`src/rtl/pipe_pkg.sv`:
```
// rtl/pipe_pkg.sv - shared pipeline widths and the control bundle layout
package pipe_pkg;

    localparam int DATA_W = 16;
    localparam int REG_W  = 2;
    localparam int CTRL_W = 8;

    localparam int CTRL_REG_WRITE = 7;
    localparam int CTRL_MEM_READ  = 6;
    localparam int CTRL_MEM_WRITE = 5;
    localparam int CTRL_ALU_SRC   = 4;
    localparam int CTRL_ALU_OP_LO = 1;
    localparam int CTRL_BRANCH    = 0;

    typedef struct packed {
        logic       regWrite;
        logic       memRead;
        logic       memWrite;
        logic       aluSrc;
        logic [2:0] aluOp;
        logic       branch;
    } ctrl_t;

    localparam ctrl_t CTRL_NOP = '0;

endpackage

```
`src/rtl/load_use_detect.sv`:
```
// rtl/load_use_detect.sv - combinational load-use hazard check between ID/EX and ID
module load_use_detect #(
    parameter int REG_W = 2
) (
    input  logic             exValid,
    input  logic             exMemRead,
    input  logic [REG_W-1:0] exDest,
    input  logic             exWindow,
    input  logic             idValid,
    input  logic [REG_W-1:0] idReadReg1,
    input  logic [REG_W-1:0] idReadReg2,
    input  logic             idUsesR2,
    input  logic             idWindow,
    output logic             lu
);

    logic destMatch;

    // r0 never holds a loaded value, so a load into it can never be a producer
    assign destMatch = (exDest == idReadReg1) || (idUsesR2 && (exDest == idReadReg2));

    assign lu = exValid && exMemRead && (exDest != '0) && idValid
                && (exWindow == idWindow) && destMatch;

endmodule

```
`src/rtl/id_ex_stage.sv`:
```
// rtl/id_ex_stage.sv - ID/EX pipeline register with load-use stall and stall counter
module id_ex_stage #(
    parameter int DATA_W = 16,
    parameter int REG_W  = 2,
    parameter int CNT_W  = 16
) (
    input  logic              clk,
    input  logic              rst,
    input  logic              id_valid,
    input  logic [REG_W-1:0]  id_readReg1,
    input  logic [REG_W-1:0]  id_readReg2,
    input  logic              id_uses_r2,
    input  logic              id_window,
    input  logic [DATA_W-1:0] id_data1,
    input  logic [DATA_W-1:0] id_data2,
    input  logic [DATA_W-1:0] id_imm,
    input  logic [7:0]        id_ctrl,
    input  logic              ex_flush,
    input  logic              ex_hold,
    output logic [REG_W-1:0]  readReg1_IDEX,
    output logic [REG_W-1:0]  readReg2_IDEX,
    output logic              window_IDEX,
    output logic [DATA_W-1:0] data1_IDEX,
    output logic [DATA_W-1:0] data2_IDEX,
    output logic [DATA_W-1:0] imm_IDEX,
    output logic [7:0]        ctrl_IDEX,
    output logic              valid_IDEX,
    output logic              stall,
    output logic [CNT_W-1:0]  stall_cnt
);

    import pipe_pkg::*;

    ctrl_t ctrlReg;
    logic  lu;
    logic  luStall;

    assign ctrl_IDEX = ctrlReg;

    load_use_detect #(
        .REG_W (REG_W)
    ) u_load_use_detect (
        .exValid    (valid_IDEX),
        .exMemRead  (ctrl_IDEX[CTRL_MEM_READ]),
        .exDest     (readReg1_IDEX),
        .exWindow   (window_IDEX),
        .idValid    (id_valid),
        .idReadReg1 (id_readReg1),
        .idReadReg2 (id_readReg2),
        .idUsesR2   (id_uses_r2),
        .idWindow   (id_window),
        .lu         (lu)
    );

    // Only a load-use stall that actually inserts a bubble is counted
    assign luStall = lu && !ex_flush && !ex_hold;

    // Gated by rst so the reset cycle never freezes the front end on stale ID/EX state
    assign stall = !rst && (ex_hold || (lu && !ex_flush));

    always_ff @(posedge clk) begin
        if (rst) begin
            readReg1_IDEX <= '0;
            readReg2_IDEX <= '0;
            window_IDEX   <= 1'b0;
            data1_IDEX    <= '0;
            data2_IDEX    <= '0;
            imm_IDEX      <= '0;
            ctrlReg       <= CTRL_NOP;
            valid_IDEX    <= 1'b0;
        end else if (ex_flush || (lu && !ex_hold)) begin
            readReg1_IDEX <= '0;
            readReg2_IDEX <= '0;
            window_IDEX   <= 1'b0;
            data1_IDEX    <= '0;
            data2_IDEX    <= '0;
            imm_IDEX      <= '0;
            ctrlReg       <= CTRL_NOP;
            valid_IDEX    <= 1'b0;
        end else if (!ex_hold) begin
            readReg1_IDEX <= id_readReg1;
            readReg2_IDEX <= id_readReg2;
            window_IDEX   <= id_window;
            data1_IDEX    <= id_data1;
            data2_IDEX    <= id_data2;
            imm_IDEX      <= id_imm;
            ctrlReg       <= id_valid ? ctrl_t'(id_ctrl) : CTRL_NOP;
            valid_IDEX    <= id_valid;
        end
    end

    always_ff @(posedge clk) begin
        if (rst) begin
            stall_cnt <= '0;
        end else if (luStall && (stall_cnt != '1)) begin
            stall_cnt <= stall_cnt + 1'b1;
        end
    end

endmodule

```
`config.mk`:
```
export PLATFORM = sky130hd
export DESIGN_NAME = id_ex_stage
export DESIGN_NICKNAME = d
export VERILOG_FILES = /design/src/rtl/pipe_pkg.sv /design/src/rtl/load_use_detect.sv /design/src/rtl/id_ex_stage.sv
export SDC_FILE = /design/constraint.sdc
export NUM_CORES = 1
export LEC_CHECK = 0
export CAP_MARGIN = 20
export CORE_MARGIN = 1.5
export CORE_UTILIZATION = 45
export CTS_BUF_LIST = sky130_fd_sc_hd__clkbuf_4 sky130_fd_sc_hd__clkbuf_8
export CTS_CLUSTER_SIZE = 12
export DETAILED_ROUTE_END_ITERATION = 10
export GPL_TIMING_DRIVEN = 0
export PLACE_DENSITY = 0.91
export SLEW_MARGIN = 20
export SYNTH_ARGS = -nofsm -noshare
export SYNTH_HDL_FRONTEND = slang
export SYNTH_SLANG_ARGS = --single-unit
```
`constraint.sdc`:
```
create_clock -name clk -period 2.6 [get_ports clk]
set_input_delay 0.39 -clock clk [delete_from_list [all_inputs] [get_ports clk]]
set_output_delay 0.39 -clock clk [all_outputs]
set_load 0.02 [all_outputs]
```
Word-level counts from Yosys, hierarchy flattened
Index checks and enable logic that the tools add are counted.
{"block": "totals", "regBits": 78, "output_inout_bits": 79, "word_cells": 39}
{"block": "classes", "n_addsub": 1, "n_eq_ne": 4, "n_mux": 1, "n_reduce_logical": 19}
{"operator": "16-bit by 1-bit adder with 16-bit output, second input constant", "n": 1}
{"operator": "16-bit inequality test, second input constant", "n": 1}
{"operator": "1-bit logical AND", "n": 11}
{"operator": "8-bit 2-to-1 mux", "n": 1}
{"operator": "2-bit equality test", "n": 2}
{"operator": "1-bit zero test", "n": 3}
{"operator": "1-bit logical OR", "n": 3}
{"operator": "2-bit nonzero test", "n": 1}
{"operator": "2-bit OR reduction", "n": 1}
{"operator": "1-bit equality test", "n": 1}

Longest topological paths before layout
Gate-level depths: netlist of run 1.
{"block": "logic_depth", "ltp_word": 8, "ltp_mapped": 8, "mapped_depth_nobuf": 6}

By module
A second synthesis of run 1 with hierarchy kept.
{"block": "hier_totals", "hier_cells": 309, "hier_area_um2": 3049.2}
{"module": "id_ex_stage", "instances": 1, "cells_per_inst": 301, "area_per_inst_um2": 2982.9, "seq_area_each_um2": 1561.5}
{"module": "load_use_detect", "instances": 1, "cells_per_inst": 8, "area_per_inst_um2": 66.3, "seq_area_each_um2": 0.0}

Worst setup path after synthesis of run 1
Ideal clock, no wire load.
{"block": "synth_path", "path_type": "flip-flop to flip-flop", "startpoint": "register stall_cnt[0]", "endpoint": "register stall_cnt[1]", "setup_time_ns": 0.128, "t_arrival_ns": 1.723, "path_slack_ns": 0.750, "stages_incl_launch_ff": 9, "n_path_buf": 2, "cell_sequence": "dfxtp_1 ha_1 and3_1 nand4_1 o211ai_1 buf_2 buf_4 mux2i_1 nor2_1"}
{"block": "synth_via", "elab_chain_len": 2}
{"item": "from (decl)", "line_no": "id_ex_stage.sv:29", "text": "output logic [CNT_W-1:0] stall_cnt"}
{"item": "from (signal assigned)", "line_no": "id_ex_stage.sv:96", "text": "stall_cnt <= stall_cnt + 1'b1;"}
{"item": "branches (longest 2 deep; another with 16-bit by 1-bit adder with 16-bit output)"}
Parallel ways; which one is timed is not known.
A chain may end at the register's enable or synchronous reset.

Final worst setup path of run 1
{"block": "layout_path", "startpoint": "input id_readReg2[0]", "endpoint": "output stall"}
{"block": "layout_via", "elab_chain_len": 7}
{"item": "from (decl)", "line_no": "id_ex_stage.sv:11", "text": "input logic [REG_W-1:0] id_readReg2,"}
{"item": "2-bit equality test", "line_no": "load_use_detect.sv:20", "text": "assign destMatch = (exDest == idReadReg1) || (idUsesR2 && (exDest == idReadReg2));"}
{"item": "1-bit logical AND", "line_no": "load_use_detect.sv:20"}
{"item": "1-bit logical OR", "line_no": "load_use_detect.sv:20"}
{"item": "1-bit logical AND", "line_no": "load_use_detect.sv:23", "text": "&& (exWindow == idWindow) && destMatch;"}
{"item": "1-bit logical AND", "line_no": "id_ex_stage.sv:59", "text": "assign stall = !rst && (ex_hold || (lu && !ex_flush));"}
{"item": "1-bit logical OR", "line_no": "id_ex_stage.sv:59"}
{"item": "1-bit logical AND", "line_no": "id_ex_stage.sv:59"}
{"item": "to (decl)", "line_no": "id_ex_stage.sv:28", "text": "output logic stall,"}
No other way between the ends.

==> flow_metrics.py, run 1 <==
metrics = {
    "placement": {
        "routabilityCongestion": 0.859,
        "dp_hpwl_mm": 6.52,
        "io_buffers": 144,
    },
    "worst_setup_path": {
        "ff2ff_path_depth": 8,
        "crit_fanout": 6,
        "r2r_setup_slack_ns": 0.59,
        "r2r-start": "stall_cnt[0]",
        "crit_type": "in -> out",
        "worst_ep_required_time_ns": 2.21,
        "cp.arrival_ns": 1.84,
        "crit_path_max_incr_delay_ns": 0.45,
        "cp-end-kind": "output pin",
        "worstReg2RegEnd": "stall_cnt[1]",
        "worst-path-buf-inv": 2,
        "worstPathCellList": "clkdlybuf4s50_1 > xnor2_1 > a32o_2 > a41oi_1 > nor2_1 > dlymetal6s2s_1",
        "crit_family": "buffers and inverters",
        "crit_path_top_delay_cell": "clkdlybuf4s50_1",
        "startpoint_type": "input port",
    },
    "synth": {
        "synthAdderAreaFrac": 0.00384,
        "synthMuxAreaShare": 0.166,
        "synth_top_family_by_area": "simple AND/OR/NAND/NOR gates",
        "synth-edff-count": 0,
        "ys_seq_elements": 78,
        "synthSimpleGateAreaFrac": 0.210,
        "synth.net_count": 378,
        "syn_inst": 310,
        "async_flop_share": 0,
        "synth_xor_area_frac": 0.0215,
        "ys_types": 35,
        "synth_seq_area_share": 0.479,
        "syn_area_per_cell_um2": 10.5,
        "synth-main-ff-cell": "dfxtp_1",
        "ys_warn_count": 0,
        "synth_compound_area_frac": 0.0737,
        "syn_area_um2": 3260,
    },
    "detailed_routing": {
        "drc": 0,
        "drt_wl_total_mm": 8.44,
        "drt_iter0_markers": 105,
        "wire_per_inst_um": 15.0,
        "via_count": 2858,
        "drt-vias-per-instance": 5.08,
        "ant_nets": 0,
        "dr.pass1.iters": 4,
    },
    "pwr": {
        "p_leak_nw": 1.92,
        "max-vdd-ir-drop_uv": 310,
        "power_density_nw_per_um2": 489,
    },
    "clock_tree": {
        "cts_sinks": 78,
        "clk-insertion-delay-late_ns": 0.33,
        "root_buffer": "clkbuf_8",
        "clock_path_buffers": 2,
        "post_cts_buffers": 0,
        "ctsResizeCount": 0,
        "cts_tree": "done",
        "h-tree-depth": 3,
        "cts.clk_slew.worst_paths_ns": 0.07,
        "cts_buffers": 9,
        "hold_buffers": 0,
    },
    "run": {
        "drv_cap": 0,
    },
    "global_route": {
        "gr-total-overflow": 0,
        "grt_max_degree": 20,
        "antenna_found_initial": 0,
        "grt_usage": 0.219,
        "grt_pass1_wl_mm": 13.2,
        "grt_pass1_vias": 2876,
    },
    "floorplanning": {
        "core_um2": 6910,
        "start_util": 0.472,
        "row_count": 30,
        "die_area_um2": 7760,
        "chipWidth_um": 88.1,
        "ioPinCount": 146,
        "die_h_um": 88.1,
    },
    "timing": {
        "worst_pin_slew_ns": 0.730,
        "fin_skew_ns": 0.00940,
        "timing.hold.ws_ns": 0.486,
        "fin_setup_tns_ns": 0,
        "slew_viol_final": 0,
        "hold_viol": 0,
        "period_minus_slack_ns": 2.23,
        "finalCritPeriodShare": 0.858,
        "setup_viol": 0,
        "max_slew_margin": 0.513,
        "max_freq_ghz": 0.448,
        "grt_setup_unrepaired": "no",
    },
    "hold_path": {
        "hp-start": "rst",
        "holdPathEnd": "stall_cnt[7]",
        "hold_depth": 2,
        "min_path_type": "in -> reg",
    },
    "cells_and_area": {
        "fill_cells": 509,
        "area_growth_pct": 53.3,
        "final_nets": 532,
        "antenna_cells": 0,
        "drive_above_1_share": 0.105,
    },
    "run_status": {
        "run_status": "complete, no violations",
    },
}
## final cells by class
| class | instances | area, um2 | share of cell area |
|---|---|---|---|
| flip-flops and latches | 78 | 1560 | 0.312 |
| multi-input cells | 210 | 1550 | 0.310 |
| repair buffers | 144 | 1440 | 0.289 |
| clock buffers | 13 | 173 | 0.0346 |
| plain buffers | 19 | 138 | 0.0275 |
| well taps | 96 | 120 | 0.0240 |
| inverters | 2 | 7.51 | 0.00150 |
| clock inverters | 1 | 5.00 | 0.00100 |
## per-stage QoR
stage	utilization	power [mW]	setup slack (ns)	std cells	instance area [um2]
after floorplan	-	1.46	0.750	310	3260
after global placement	0.698	1.64	-0.235	550	4820
after detailed placement	0.698	1.65	-0.269	550	4820
after CTS	0.723	2.47	0.00450	563	4990
after global routing	0.724	2.54	0.331	563	5000
final	0.724	2.44	0.369	563	5000
## metal layers
layer,wire [um],vias up,GRT usage
li1,-,1392,-
met3,671,16,0.0594
met5,0,-,0
met4,164,0,0.0994
met1,3310,1335,0.240
met2,4290,115,0.394
## cell usage after synthesis (2+ instances only)
| master | n | area share |
|---|---|---|
| dfxtp_1 | 78 | 0.48 |
| mux2i_1 | 54 | 0.17 |
| nor2_1 | 47 | 0.054 |
| nor2_4 | 20 | 0.069 |
| a21oi_1 | 13 | 0.020 |
| or3_1 | 10 | 0.019 |
| o21ai_0 | 9 | 0.014 |
| a22oi_1 | 8 | 0.018 |
| nand4_1 | 8 | 0.015 |
| buf_6 | 7 | 0.024 |
| clkbuf_1 | 7 | 0.0081 |
| xnor2_1 | 7 | 0.019 |
| nand2_1 | 5 | 0.0058 |
| and3_1 | 4 | 0.0077 |
| nand3_1 | 4 | 0.0061 |
| buf_4 | 3 | 0.0069 |
| o31ai_1 | 3 | 0.0069 |
| or4_1 | 3 | 0.0069 |
| and4_1 | 2 | 0.0054 |
| buf_2 | 2 | 0.0031 |
| inv_1 | 2 | 0.0023 |
## worst reg2reg max path: stages, from the launching register on
cell and delay, ns:
dfxtp_1 0.43, ha_1 0.22, and3_1 0.23, nand4_1 0.11, o211ai_1 0.22, buf_2 0.23, buf_4 0.20, mux2i_1 0.20
nor2_1 0.05
## where the power goes
part           internal, mW  switching (mW)  total (mW)  leakage [nW]
combinational         0.208           0.169       0.377          1.19
clock                 0.425           0.399       0.824        0.0948
sequential             1.22          0.0170        1.24         0.634
## cell usage in the layout, fill, tap and decap left out, types with 4 or more instances in the layout
master           count
or3_1               10
nand3_1              4
a22oi_1              8
nor2_1              47
nand2_1              5
nor2_4              20
nand4_1              8
dfxtp_1             78
mux2i_1             54
buf_6                7
clkbuf_1             6
xnor2_1              7
a21oi_1             13
o21ai_0              9
clkbuf_8            12
clkdlybuf4s50_1    143
and3_1               4
## logic make-up after synthesis
family | Yosys count
buf+inv | 22
xor+xnor | 8
mux | 54
flops | 78
simple gates | 109
fa+ha+maj | 1
compound gates | 38
## worst max path at each step
stage / slack (ns) / from / to / cells after the start
2_1_floorplan: 0.75 / stall_cnt[0] / stall_cnt[1] / 8
3_3_place_gp: -0.23 / ex_hold / stall / 6
3_5_place_dp: -0.27 / ex_hold / stall / 6
4_1_cts: 0.005 / id_readReg2[1] / stall / 6
5_1_grt: 0.33 / id_readReg2[1] / stall / 6
6_report: 0.37 / id_readReg2[0] / stall / 6
## sequential cells by signal, summed over array words and instances, names as in the netlist
name,count
data1_IDEX,16
data2_IDEX,16
imm_IDEX,16
stall_cnt,16
ctrl_IDEX,8
readReg1_IDEX,2
readReg2_IDEX,2
valid_IDEX,1
window_IDEX,1
No activity file was read; power rests on OpenSTA's default activity.
==> run 2, diff against run 1 <==
--- a/config.mk
+++ b/config.mk
@@ -7,12 +7,12 @@
 export LEC_CHECK = 0
 export CAP_MARGIN = 20
 export CORE_MARGIN = 1.5
-export CORE_UTILIZATION = 45
+export CORE_UTILIZATION = 46
 export CTS_BUF_LIST = sky130_fd_sc_hd__clkbuf_4 sky130_fd_sc_hd__clkbuf_8
 export CTS_CLUSTER_SIZE = 12
 export DETAILED_ROUTE_END_ITERATION = 10
 export GPL_TIMING_DRIVEN = 0
-export PLACE_DENSITY = 0.91
+export PLACE_DENSITY = 0.92
 export SLEW_MARGIN = 20
 export SYNTH_ARGS = -nofsm -noshare
 export SYNTH_HDL_FRONTEND = slang
==> flow_metrics.py, run 2 (synthesis gave the netlist of run 1 again) <==
metrics = {
    "run_status": {
        "run_status": "complete, no violations",
    },
    "floorplanning": {
        "row_count": 30,
        "start_util": 0.477,
        "ioPinCount": 146,
        "die_area_um2": 7600,
        "core_um2": 6830,
        "chipWidth_um": 87.2,
        "die_h_um": 87.2,
    },
    "global_route": {
        "met2_usage": 0.429,
        "grt_usage": 0.230,
        "grtUsageMet1": 0.240,
        "grt_max_degree": 20,
        "grt_pass1_wl_mm": 13.4,
        "top_usage_layer": "met2",
        "grt_pass1_vias": 2883,
        "gr-total-overflow": 0,
        "antenna_found_initial": 0,
        "met3_usage": 0.0787,
    },
    "worst_setup_path": {
        "worstReg2RegEnd": "stall_cnt[1]",
        "crit_fanout": 6,
        "r2r-start": "stall_cnt[0]",
        "worst_ep_required_time_ns": 2.21,
        "startpoint_type": "input port",
        "r2r_setup_slack_ns": 0.54,
        "crit_type": "in -> out",
        "cp.arrival_ns": 1.96,
        "cp-end-kind": "output pin",
        "ff2ff_path_depth": 8,
    },
    "cells_and_area": {
        "register_area_um2": 1560,
        "layout_common_cells": "143 x clkdlybuf4s50_1, 78 x dfxtp_1, 54 x mux2i_1, 47 x nor2_1, 20 x nor2_4",
        "layout_commonest_cell": "clkdlybuf4s50_1",
        "drive_above_1_share": 0.109,
        "area_growth_pct": 54.4,
        "stdcell_area_um2": 5030,
        "fill_cells": 519,
        "final_nets": 532,
        "multi_input_area_um2": 1550,
        "antenna_cells": 0,
    },
    "timing": {
        "hold_viol": 0,
        "worst_pin_slew_ns": 0.710,
        "slew_viol_final": 0,
        "setup_viol": 0,
        "max_slew_margin": 0.526,
        "max_freq_ghz": 0.425,
        "period_minus_slack_ns": 2.35,
        "grt_setup_unrepaired": "no",
        "fin_skew_ns": 0.00888,
        "finalCritPeriodShare": 0.905,
    },
    "pwr": {
        "max-vdd-ir-drop_uv": 361,
        "power_density_nw_per_um2": 517,
        "power_frac_seq": 0.476,
        "switching_power_uw": 623,
        "total_power_mw": 2.60,
        "p_clk_frac": 0.379,
        "p_leak_nw": 1.92,
        "pwr-share-comb": 0.145,
        "p_sw_frac": 0.239,
        "p_int_mw": 1.98,
    },
    "detailed_routing": {
        "drc": 0,
        "dr.pass1.iters": 5,
        "drt-vias-per-instance": 5.10,
        "drt_wl_total_mm": 8.62,
        "wire_per_inst_um": 15.3,
        "via_count": 2881,
        "ant_nets": 0,
        "drt_iter0_markers": 106,
    },
    "clock_tree": {
        "clk-insertion-delay-late_ns": 0.35,
        "cts.clk_slew.worst_paths_ns": 0.08,
        "clock_path_buffers": 2,
        "cts_buffers": 9,
        "root_buffer": "clkbuf_8",
        "cts_tree": "done",
        "h-tree-depth": 3,
        "post_cts_buffers": 0,
        "cts_sinks": 78,
    },
    "placement": {
        "io_buffers": 144,
        "place_area_um2": 4820,
        "dp_hpwl_mm": 6.34,
        "routabilityCongestion": 0.832,
    },
    "hold_path": {
        "holdPathEnd": "stall_cnt[2]",
        "min_path_type": "in -> reg",
        "hold_depth": 2,
        "hp-start": "rst",
    },
    "run": {
        "drv_cap": 0,
    },
}
-- run 2: what timing repair did --
item / in CTS / in global routing
resized for setup: 1 / 0
hold buffers: 0 / 0
setup endpoints to repair: 1 / 0
-- run 2: metal layers --
layer / up-vias / wire, um
li1: 1395 / -
met1: 1350 / 3270
met2: 121 / 4650
met3: 15 / 567
met4: 0 / 133
met5: - / 0
-- run 2: worst max-delay path, stage by stage --
cell and delay [ns]:
clkdlybuf4s50_1 0.45, xnor2_1 0.15, a32o_2 0.34, a41oi_1 0.22, nor2_1 0.07, dlygate4sd2_1 0.34
-- run 2: worst max-delay path by stage --
stage	from	to	slack, ns	depth (start not counted)
6_report	id_readReg2[0]	stall	0.25	6
4_1_cts	id_readReg2[0]	stall	0.25	6
5_1_grt	id_readReg2[1]	stall	0.16	6
2_1_floorplan	stall_cnt[0]	stall_cnt[1]	0.75	8
3_5_place_dp	ex_hold	stall	-0.33	6
3_3_place_gp	ex_hold	stall	-0.35	6
-- run 2: stage by stage --
step | hold slack [ns] | utilization | cells | worst slack, ns | setup TNS (ns)
3_3_place_gp | 0.475 | 0.706 | 550 | -0.347 | -0.347
4_1_cts | 0.460 | 0.737 | 565 | 0.250 | 0
6_report | 0.473 | 0.737 | 565 | 0.246 | 0
3_5_place_dp | 0.488 | 0.706 | 550 | -0.334 | -0.334
5_1_grt | 0.512 | 0.737 | 565 | 0.160 | 0
2_1_floorplan | 0.505 | - | 310 | 0.750 | 0
-- run 2: final cells by class --
cell class                 instances  area share
inverter                           2     0.00149
sequential                        78       0.310
clock buffer                      10      0.0261
clock inverter                     6      0.0172
tap                               96      0.0239
buffer                            19      0.0273
timing repair buffer             144       0.286
multi-input combinational        210       0.308
-- run 2: power by group through the flow --
stage          Sequential (mW)  Clock [mW]  Combinational [mW]
2_1_floorplan             1.30           0               0.152
3_3_place_gp              1.27           0               0.372
3_5_place_dp              1.27           0               0.380
4_1_cts                   1.24        1.00               0.381
5_1_grt                   1.24        1.05               0.402
6_report                  1.24       0.986               0.378
